File: config.mk
export PLATFORM = sky130hd
export DESIGN_NAME = mem_arbiter
export DESIGN_NICKNAME = d
export VERILOG_FILES = /design/src/rtl/mem_arbiter.sv
export SDC_FILE = /design/constraint.sdc
export NUM_CORES = 1
export LEC_CHECK = 0
export ABC_CLOCK_PERIOD_IN_PS = 2700
export CORE_AREA = 2 2 118 120
export CTS_CLUSTER_DIAMETER = 120
export DETAILED_ROUTE_END_ITERATION = 10
export DIE_AREA = 0 0 120 122
export GPL_ROUTABILITY_DRIVEN = 0
export HOLD_SLACK_MARGIN = 0.15
export SYNTH_ARGS = -nofsm -noshare
export SYNTH_HDL_FRONTEND = slang
export SYNTH_SLANG_ARGS = --single-unit
File: constraint.sdc
create_clock -name clk -period 2.7 [get_ports clk]
set_clock_uncertainty 0.1 [all_clocks]
set_input_delay 0.54 -clock clk [delete_from_list [all_inputs] [get_ports clk]]
set_output_delay 0.54 -clock clk [all_outputs]
set_load 0.005 [all_outputs]
File: src/rtl/mem_arbiter.sv
// -----------------------------------------------------------------------------
// mem_arbiter
//   Shares the single DMEM port of the MEM stage between two requesters:
//     r0 = pipeline MEM stage (load/store)
//     r1 = secondary master (loader/DMA)
//   Round-robin arbitration. r1 may hold a locked burst, capped at MAX_BURST
//   consecutive grants whenever r0 is waiting. Read data returns RD_LAT
//   cycles after the grant and is steered by a {valid,owner} tag pipeline.
//
// Ports
//   clk, rst_n                 clock (rising edge), async active-low reset
//   r0_req/we/addr/wdata       r0 request; held until r0_gnt
//   r0_gnt, r0_stall           r0 accepted this cycle / r0 waiting
//   r0_rvalid, r0_rdata        r0 load data return
//   r1_req/we/addr/wdata/lock  r1 request, lock asks for a burst
//   r1_gnt, r1_rvalid, r1_rdata
//   mem_en/we/addr/wdata       DMEM command (zeroed when nothing granted)
//   mem_rdata                  DMEM read data, RD_LAT cycles after a read
// -----------------------------------------------------------------------------
module mem_arbiter #(
    parameter int AW        = 32,
    parameter int DW        = 32,
    parameter int MAX_BURST = 8,
    parameter int RD_LAT    = 1
) (
    input  logic          clk,
    input  logic          rst_n,
    input  logic          r0_req,
    input  logic          r0_we,
    input  logic [AW-1:0] r0_addr,
    input  logic [DW-1:0] r0_wdata,
    output logic          r0_gnt,
    output logic          r0_stall,
    output logic          r0_rvalid,
    output logic [DW-1:0] r0_rdata,
    input  logic          r1_req,
    input  logic          r1_we,
    input  logic          r1_lock,
    input  logic [AW-1:0] r1_addr,
    input  logic [DW-1:0] r1_wdata,
    output logic          r1_gnt,
    output logic          r1_rvalid,
    output logic [DW-1:0] r1_rdata,
    output logic          mem_en,
    output logic          mem_we,
    output logic [AW-1:0] mem_addr,
    output logic [DW-1:0] mem_wdata,
    input  logic [DW-1:0] mem_rdata
);

    localparam int            CW      = $clog2(MAX_BURST + 1);
    localparam logic [CW-1:0] MAX_CNT = CW'(MAX_BURST);

    typedef enum logic [1:0] {
        S_ARB   = 2'd0,
        S_BURST = 2'd1,
        S_YIELD = 2'd2
    } state_t;

    state_t          state_reg;
    logic            last_reg;        // 0 = r0 granted last, 1 = r1
    logic [CW-1:0]   burst_cnt_reg;
    logic [CW-1:0]   cnt_inc;

    logic            gnt0;
    logic            gnt1;
    logic            pick0;
    logic            pick1;
    logic            arb_mode;

    assign cnt_inc = burst_cnt_reg + CW'(1);

    // Plain round-robin pick: on a tie the port that was not served last wins.
    assign pick1 = r1_req & (~r0_req | ~last_reg);
    assign pick0 = r0_req & ~pick1;

    // Grant decode. S_BURST falls back to round-robin in the same cycle the
    // burst ends, so a waiting r0 is not delayed by the state change.
    always_comb begin
        gnt0     = 1'b0;
        gnt1     = 1'b0;
        arb_mode = 1'b0;
        case (state_reg)
            S_BURST: begin
                if (r1_req && r1_lock) begin
                    // A saturated burst gives way to a waiting r0: no grant
                    // this cycle, r0 is served from S_YIELD next cycle.
                    gnt1 = (burst_cnt_reg != MAX_CNT) || !r0_req;
                end else begin
                    arb_mode = 1'b1;
                end
            end
            S_YIELD: gnt0 = r0_req;
            default: arb_mode = 1'b1;
        endcase
        if (arb_mode) begin
            gnt0 = pick0;
            gnt1 = pick1;
        end
    end

    // Arbitration state
    always_ff @(posedge clk or negedge rst_n) begin
        if (!rst_n) begin
            state_reg     <= S_ARB;
            last_reg      <= 1'b1;
            burst_cnt_reg <= '0;
        end else begin
            if (gnt1) begin
                last_reg <= 1'b1;
            end else if (gnt0 || state_reg == S_YIELD) begin
                last_reg <= 1'b0;
            end

            if (arb_mode) begin
                if (gnt1 && r1_lock) begin
                    state_reg     <= S_BURST;
                    burst_cnt_reg <= CW'(1);
                end else begin
                    state_reg     <= S_ARB;
                    burst_cnt_reg <= '0;
                end
            end else begin
                case (state_reg)
                    S_BURST: begin
                        if (gnt1 && burst_cnt_reg != MAX_CNT) begin
                            burst_cnt_reg <= cnt_inc;
                        end
                        // Leave as soon as the cap is reached with r0 waiting,
                        // so r0 is served right after the last burst beat.
                        if (r0_req && (!gnt1 || cnt_inc == MAX_CNT)) begin
                            state_reg <= S_YIELD;
                        end
                    end
                    default: begin
                        state_reg     <= S_ARB;
                        burst_cnt_reg <= '0;
                    end
                endcase
            end
        end
    end

    // DMEM command mux
    always_comb begin
        mem_we    = 1'b0;
        mem_addr  = '0;
        mem_wdata = '0;
        if (gnt0) begin
            mem_we    = r0_we;
            mem_addr  = r0_addr;
            mem_wdata = r0_wdata;
        end else if (gnt1) begin
            mem_we    = r1_we;
            mem_addr  = r1_addr;
            mem_wdata = r1_wdata;
        end
    end

    assign mem_en   = gnt0 | gnt1;
    assign r0_gnt   = gnt0;
    assign r1_gnt   = gnt1;
    assign r0_stall = r0_req & ~gnt0;

    // Read-return tag pipeline, one stage per cycle of DMEM latency.
    logic [RD_LAT-1:0] tag_valid_reg;
    logic [RD_LAT-1:0] tag_owner_reg;
    logic [RD_LAT-1:0] tag_valid_next;
    logic [RD_LAT-1:0] tag_owner_next;

    generate
        for (genvar gi = 0; gi < RD_LAT; gi++) begin : g_tag
            if (gi == 0) begin : g_head
                assign tag_valid_next[gi] = mem_en & ~mem_we;
                assign tag_owner_next[gi] = gnt1;
            end else begin : g_body
                assign tag_valid_next[gi] = tag_valid_reg[gi-1];
                assign tag_owner_next[gi] = tag_owner_reg[gi-1];
            end
        end
    endgenerate

    always_ff @(posedge clk or negedge rst_n) begin
        if (!rst_n) begin
            tag_valid_reg <= '0;
            tag_owner_reg <= '0;
        end else begin
            tag_valid_reg <= tag_valid_next;
            tag_owner_reg <= tag_owner_next;
        end
    end

    assign r0_rvalid = tag_valid_reg[RD_LAT-1] & ~tag_owner_reg[RD_LAT-1];
    assign r1_rvalid = tag_valid_reg[RD_LAT-1] &  tag_owner_reg[RD_LAT-1];
    assign r0_rdata  = mem_rdata;
    assign r1_rdata  = mem_rdata;

endmodule

==> results of run 1 <==
area by class of cell:
| type | instances | area [sq um] | area share |
|---|---|---|---|
| flip-flops and latches | 9 | 226 | 0.0604 |
| clock buffers | 4 | 78.8 | 0.0210 |
| well taps | 180 | 225 | 0.0601 |
| multi-input cells | 106 | 910 | 0.243 |
| repair buffers | 229 | 2290 | 0.610 |
| diodes | 1 | 2.50 | 0.000668 |
| inverters | 5 | 18.8 | 0.00501 |
metrics by stage:
| stage | cells | TNS (ns) | setup slack [ns] | total power, mW |
|---|---|---|---|---|
| after global placement | 519 | -27.30 | -0.492 | 0.948 |
| final | 534 | -0.203 | -0.0753 | 1.21 |
| after detailed placement | 519 | -28.35 | -0.500 | 0.950 |
| after CTS | 525 | -3.35 | -0.155 | 1.19 |
| after floorplan | 199 | 0 | 0.542 | 0.494 |
| after global routing | 533 | -0.967 | -0.182 | 1.28 |
path summary, 6_finish.rpt:
path | from | end | cells past startpoint
worst min register to register | last_reg | last_reg | 2
worst min-delay path | last_reg | last_reg | 2
min in group asynchronous | rst_n | burst_cnt_reg[2] | 1
worst max-delay path | burst_cnt_reg[1] | mem_wdata[10] | 9
worst max register to register | burst_cnt_reg[1] | tag_owner_reg | 7
max in group asynchronous | rst_n | last_reg | 1
cells in the final DEF, fill, tap and decap left out, types with 3 or more instances in the layout:
cell type        instances
dlymetal6s2s_1          29
buf_12                   4
inv_1                    4
clkbuf_16                6
clkbuf_2                31
dlygate4sd2_1            3
dfrtp_1                  8
a22o_1                  64
nand2_1                  3
clkdlybuf4s15_1          3
clkdlybuf4s15_2          3
buf_4                   13
clkdlybuf4s50_1        136
nand3b_1                 4
routing by layer:
| metal | track usage | vias up |
|---|---|---|
| met5 | 0 | - |
| met4 | 0.0206 | 0 |
| met1 | 0.138 | 1014 |
| li1 | - | 999 |
| met2 | 0.195 | 152 |
| met3 | 0.0506 | 6 |
cell families after synthesis:
logic type	Yosys count
xor+xnor	2
simple gates	21
mux	1
compound gates	80
fa+ha+maj	2
buf+inv	84
flops	9
critical path, stage by stage, from the launching register on:
cell and delay [ns]:
dfrtp_1 0.37, inv_1 0.07, ha_2 0.17, nand4b_1 0.15, a32oi_2 0.25, inv_2 0.13
buf_6 0.14, clkbuf_16 0.17, a22o_1 0.19, dlygate4sd2_1 0.26
power by group:
group	internal [mW]	switching, mW	total [mW]
clock	0.197	0.0601	0.257
combinational	0.507	0.285	0.792
sequential	0.148	0.00887	0.156
timing repair:
action | CTS | global route
buffers inserted | 1 | 4
gates resized for setup | 45 | 99
gates cloned | 1 | 4
pin swaps | 1 | 2
endpoints found under the setup margin | 69 | 67
==> reports/summary.txt, run 1 <==
Failing checks = negative setup slack
Metal-1 WL = 3950 um
Post-route cell area = 3750 sq um
Largest family of logic cells by synthesized area = compound AO/OA/AOI/OAI gates
Setup WS post-layout = -0.0753 ns
Core Footprint = 13500 sq um
Worst slew pin tran = 0.438 ns
Synth Area per Inst = 8.64 sq um
Max FO, Critical Path = 17
Largest net degree at the start of global routing = 35
Worst skew pair latency = 0.23 ns
Synth async-reset ratio = 1.00
TritonCTS Buffers = 3
Synth area leaders = a22o_1 33%, buf_4 28%, dfrtp_1 12%
RSZ-0062 raised after global routing = yes
Status = finished, violations left
Largest area contributor in the netlist = a22o_1
Share of the synthesized area in the top cell type = 0.331
R2r setup slk = 1.05 ns
Adder-Cell Fraction of Synth Area = 0.0146
Area delta synth->final = 118%
Cell Area, Placed = 3560 sq um
Number of global-route vias before repair = 2165
Htree depth = 1
Global Route Usage Sum = 0.116
Clk buf depth = 2
Multiplexer share of the synthesized area = 0.00582
WL final = 10100 um
WL met3 = 1010 um
I/O pin count = 302
Initial antenna violation count = 0
Die Footprint = 14600 sq um
Hold Slack = 0.405 ns
Layout cells sized above 1 = 0.201
Syn_nets = 368
Largest register FFs = 4
Final period util = 1.03
Sequential share of the synthesized area = 0.132
Synth Flop Type = dfrtp_1
Kind of critical path = register to primary output
HP Class = register to register
Startpoint Class = register
Synthesized instance count = 199
Hold Buf Count CTS = 0
IO buf count = 205
Max-Cap Viols = 0
GRT overflow = 0
CTS tree = done
Vias = 2171
Initial Util = 0.127
Die X = 120 um
Die Height = 122 um
Mean routed wirelength per cell = 18.8 um
Synthesized cell area = 1720 sq um
First-pass GRT wire length = 13000 um
Met2 wire length = 5040 um
DR top layer = met4
Compound-Gate Fraction of Synth Area = 0.404
Crit path DAT = 2.14 ns
Required time of the critical path = 2.06 ns
Hold Vio Cnt, Final = 0
Dpl hpwl = 7630 um
Clk root buf = clkbuf_16
Worst IR Drop VDD = 171 uV
Max-slew headroom = 0.707
Fmax = 0.360 GHz
CTS clk-pin slew, worst paths = 0.04 ns
XOR/XNOR share of the synthesized area = 0.0102
Final number of max-transition violations = 0
Site row count = 43
Post-route ant nets = 0
EDFF count, synth = 0
Finished Core Util = 0.278
Clk sinks = 9
Setup violators final = 3
Iteration-0 DRC Markers = 55
Synth cell types = 37
Most frequent cell after synthesis = a22o_1
Routed vias/inst = 4.07
# fillers = 1433
P_leak = 1.91 nW
Post-layout net count = 523
YS warnings = 0
Minimum clock period = 2.78 ns
Pwr dens = 322 nW/um^2
Simple-Gate Fraction of Synth Area = 0.0771
Crit. End Element = primary output
Register bit total from synthesis = 9
DRC errors left = 0
DR pass1 iterations = 4
Top post-synthesis cells by count = 65 x a22o_1, 64 x buf_4, 8 x dfrtp_1
Power figures use the tool's default switching activity.
==> run 2: changes to the inputs <==
--- a/config.mk
+++ b/config.mk
@@ -7,11 +7,14 @@
 export LEC_CHECK = 0
 export ABC_CLOCK_PERIOD_IN_PS = 2700
 export CORE_AREA = 2 2 118 120
+export CTS_BUF_LIST = sky130_fd_sc_hd__clkbuf_4 sky130_fd_sc_hd__clkbuf_8 sky130_fd_sc_hd__clkbuf_16
 export CTS_CLUSTER_DIAMETER = 120
 export DETAILED_ROUTE_END_ITERATION = 10
 export DIE_AREA = 0 0 120 122
 export GPL_ROUTABILITY_DRIVEN = 0
 export HOLD_SLACK_MARGIN = 0.15
+export PLACE_DENSITY_LB_ADDON = 0.05
 export SYNTH_ARGS = -nofsm -noshare
 export SYNTH_HDL_FRONTEND = slang
 export SYNTH_SLANG_ARGS = --single-unit
+export TNS_END_PERCENT = 1
==> reports/summary.txt, run 2 (synthesis results as in run 1) <==
Status = finished, violations left
Failing checks = negative setup slack
Post-route ant nets = 0 (unchanged)
Crit path DAT = 2.06 ns (-0.08 ns)
Setup violators final = 1 (-2)
Clk root buf = clkbuf_16
Die Footprint = 14600 sq um (unchanged)
Startpoint Class = register
CTS tree = done
Iteration-0 DRC Markers = 72 (+31%)
I/O pin count = 302 (unchanged)
Critical Path, Cell by Cell = inv_1 > ha_2 > nand4b_1 > a32oi_2 > inv_2 > buf_6 > buf_12 > a22o_1 > clkdlybuf4s15_1
Max FO, Critical Path = 29 (+12)
Hold Vio Cnt, Final = 0 (unchanged)
IO buf count = 205 (unchanged)
Dpl hpwl = 7390 um (-3.1%)
R2r setup slk = 1.05 ns (about the same)
Largest net degree at the start of global routing = 30 (-14%)
Initial antenna violation count = 1 (+1)
Worst Setup SP = burst_cnt_reg[1]
Most frequent cells in the layout = 134 x clkdlybuf4s50_1, 65 x a22o_1, 51 x clkbuf_2
CTS clk-pin slew, worst paths = 0.04 ns (about the same)
Pwr dens = 334 nW/um^2 (+3.9%)
Final number of max-transition violations = 0 (unchanged)
Reg2reg end = tag_owner_reg
Global Route Usage Sum = 0.123 (+0.00717)
Core Footprint = 13500 sq um (unchanged)
Most common cell after layout, fill and taps aside = clkdlybuf4s50_1
First-pass GRT wire length = 13600 um (+4.8%)
Crit. path cell count = 9 (unchanged)
Worst skew pair latency = 0.23 ns (about the same)
Cell Area, Placed = 3570 sq um (+0.21%)
Max-slew headroom = 0.693 (-0.0148)
Final period util = 1.00 (-0.0261)
Overall power = 1.21 mW (+0.71%)
CP max stage delay = 0.38 ns (about the same)
Worst IR Drop VDD = 151 uV (-11%)
Vias = 2114 (-2.6%)
Htree depth = 1 (unchanged)
GRT overflow = 0 (unchanged)
Clk buf depth = 2 (unchanged)
Minimum clock period = 2.70 ns (-0.0703 ns)
Post-route cell area = 3630 sq um (-3.1%)
Post-layout net count = 526 (+0.57%)
# fillers = 1476 (+3.0%)
Hold Buf Count CTS = 0 (unchanged)
Initial Util = 0.127 (unchanged)
Die X = 120 um (unchanged)
Setup TNS = -0.00496 ns (+0.198 ns)
Placed insts = 520 (+0.19%)
Layout cells sized above 1 = 0.267 (+0.0657)
Family with the most delay on the worst path = buffers and inverters
Required time of the critical path = 2.06 ns (about the same)
Die Height = 122 um (unchanged)
Kind of critical path = register to primary output
Max-Cap Viols = 0 (unchanged)
Fmax = 0.370 GHz (+2.6%)
Critical path's slowest cell = dfrtp_1
Final Non-Filler Cells = 537 (+0.56%)
Critical R2R Launch = burst_cnt_reg[1]
HP Class = register to register
Crit. End Element = primary output
Mean routed wirelength per cell = 18.3 um (-2.6%)
DR pass1 iterations = 4 (unchanged)
WP buf/inv = 5 (unchanged)
Setup crit end = mem_addr[14]
P_leak = 1.63 nW (-15%)
DRC errors left = 0 (unchanged)
RSZ-0062 raised after global routing = yes
Site row count = 43 (unchanged)
Finished Core Util = 0.269 (-0.00852)
Reg2reg path depth = 7 (unchanged)
Setup WS post-layout = -0.00496 ns (+0.0703 ns)
WL final = 9850 um (-2.0%)
Clk sinks = 9 (unchanged)
TritonCTS Buffers = 3 (unchanged)
Area delta synth->final = 111%
Worst slew pin tran = 0.460 ns (+0.0221 ns)
Largest register FFs = 4 (unchanged)
Number of global-route vias before repair = 2201 (+1.7%)
Routed vias/inst = 3.94 (-3.2%)
## run 2: area by class of cell
class | instances | area, sq um | area share
sequential | 9 | 228 | 0.0627
inverter | 5 | 18.8 | 0.00517
clock buffer | 4 | 82.6 | 0.0227
antenna | 1 | 2.50 | 0.000689
timing repair buffer | 232 | 2170 | 0.597
tap | 180 | 225 | 0.0620
multi-input combinational | 106 | 908 | 0.250
## run 2: worst min-delay path by stage
stage / start / to / slack, ns / depth (start not counted)
after floorplan: rst_n / burst_cnt_reg[0] / 0.14 / 0
after global placement: last_reg / last_reg / 0.39 / 2
after detailed placement: last_reg / last_reg / 0.40 / 2
after CTS: last_reg / last_reg / 0.40 / 2
after global routing: last_reg / last_reg / 0.43 / 2
final: last_reg / last_reg / 0.40 / 2
## run 2: repair_timing
item,4_1_cts,5_1_grt
endpoints found under the setup margin,69,67
endpoints found under the hold margin,0,0
gates cloned,4,0
gates resized for setup,102,103
pin swaps,2,2
buffers inserted,4,4
## run 2: worst min-delay path: stages (launching register included)
cell and delay [ns]:
dfstp_2 0.39, nand2_1 0.06, o21ai_1 0.05
## run 2: power by group
part	internal [mW]	switching, mW
clock network	0.208	0.0692
logic	0.497	0.282
registers	0.148	0.0102
## run 2: metrics by stage
| step | setup slack, ns | hold WS [ns] |
|---|---|---|
| 3_3_place_gp | -0.542 | 0.392 |
| 6_report | -0.00496 | 0.402 |
| 5_1_grt | -0.142 | 0.431 |
| 2_1_floorplan | 0.542 | 0.144 |
| 3_5_place_dp | -0.546 | 0.396 |
| 4_1_cts | -0.153 | 0.404 |
## run 2: routing by layer
metal	share of wire	GRT usage	vias up	wire length [um]
met5	0	0	-	0
met4	0.021	0.0294	0	204
met3	0.094	0.0393	28	923
met2	0.53	0.237	113	5200
met1	0.36	0.128	962	3530
li1	-	-	1011	-
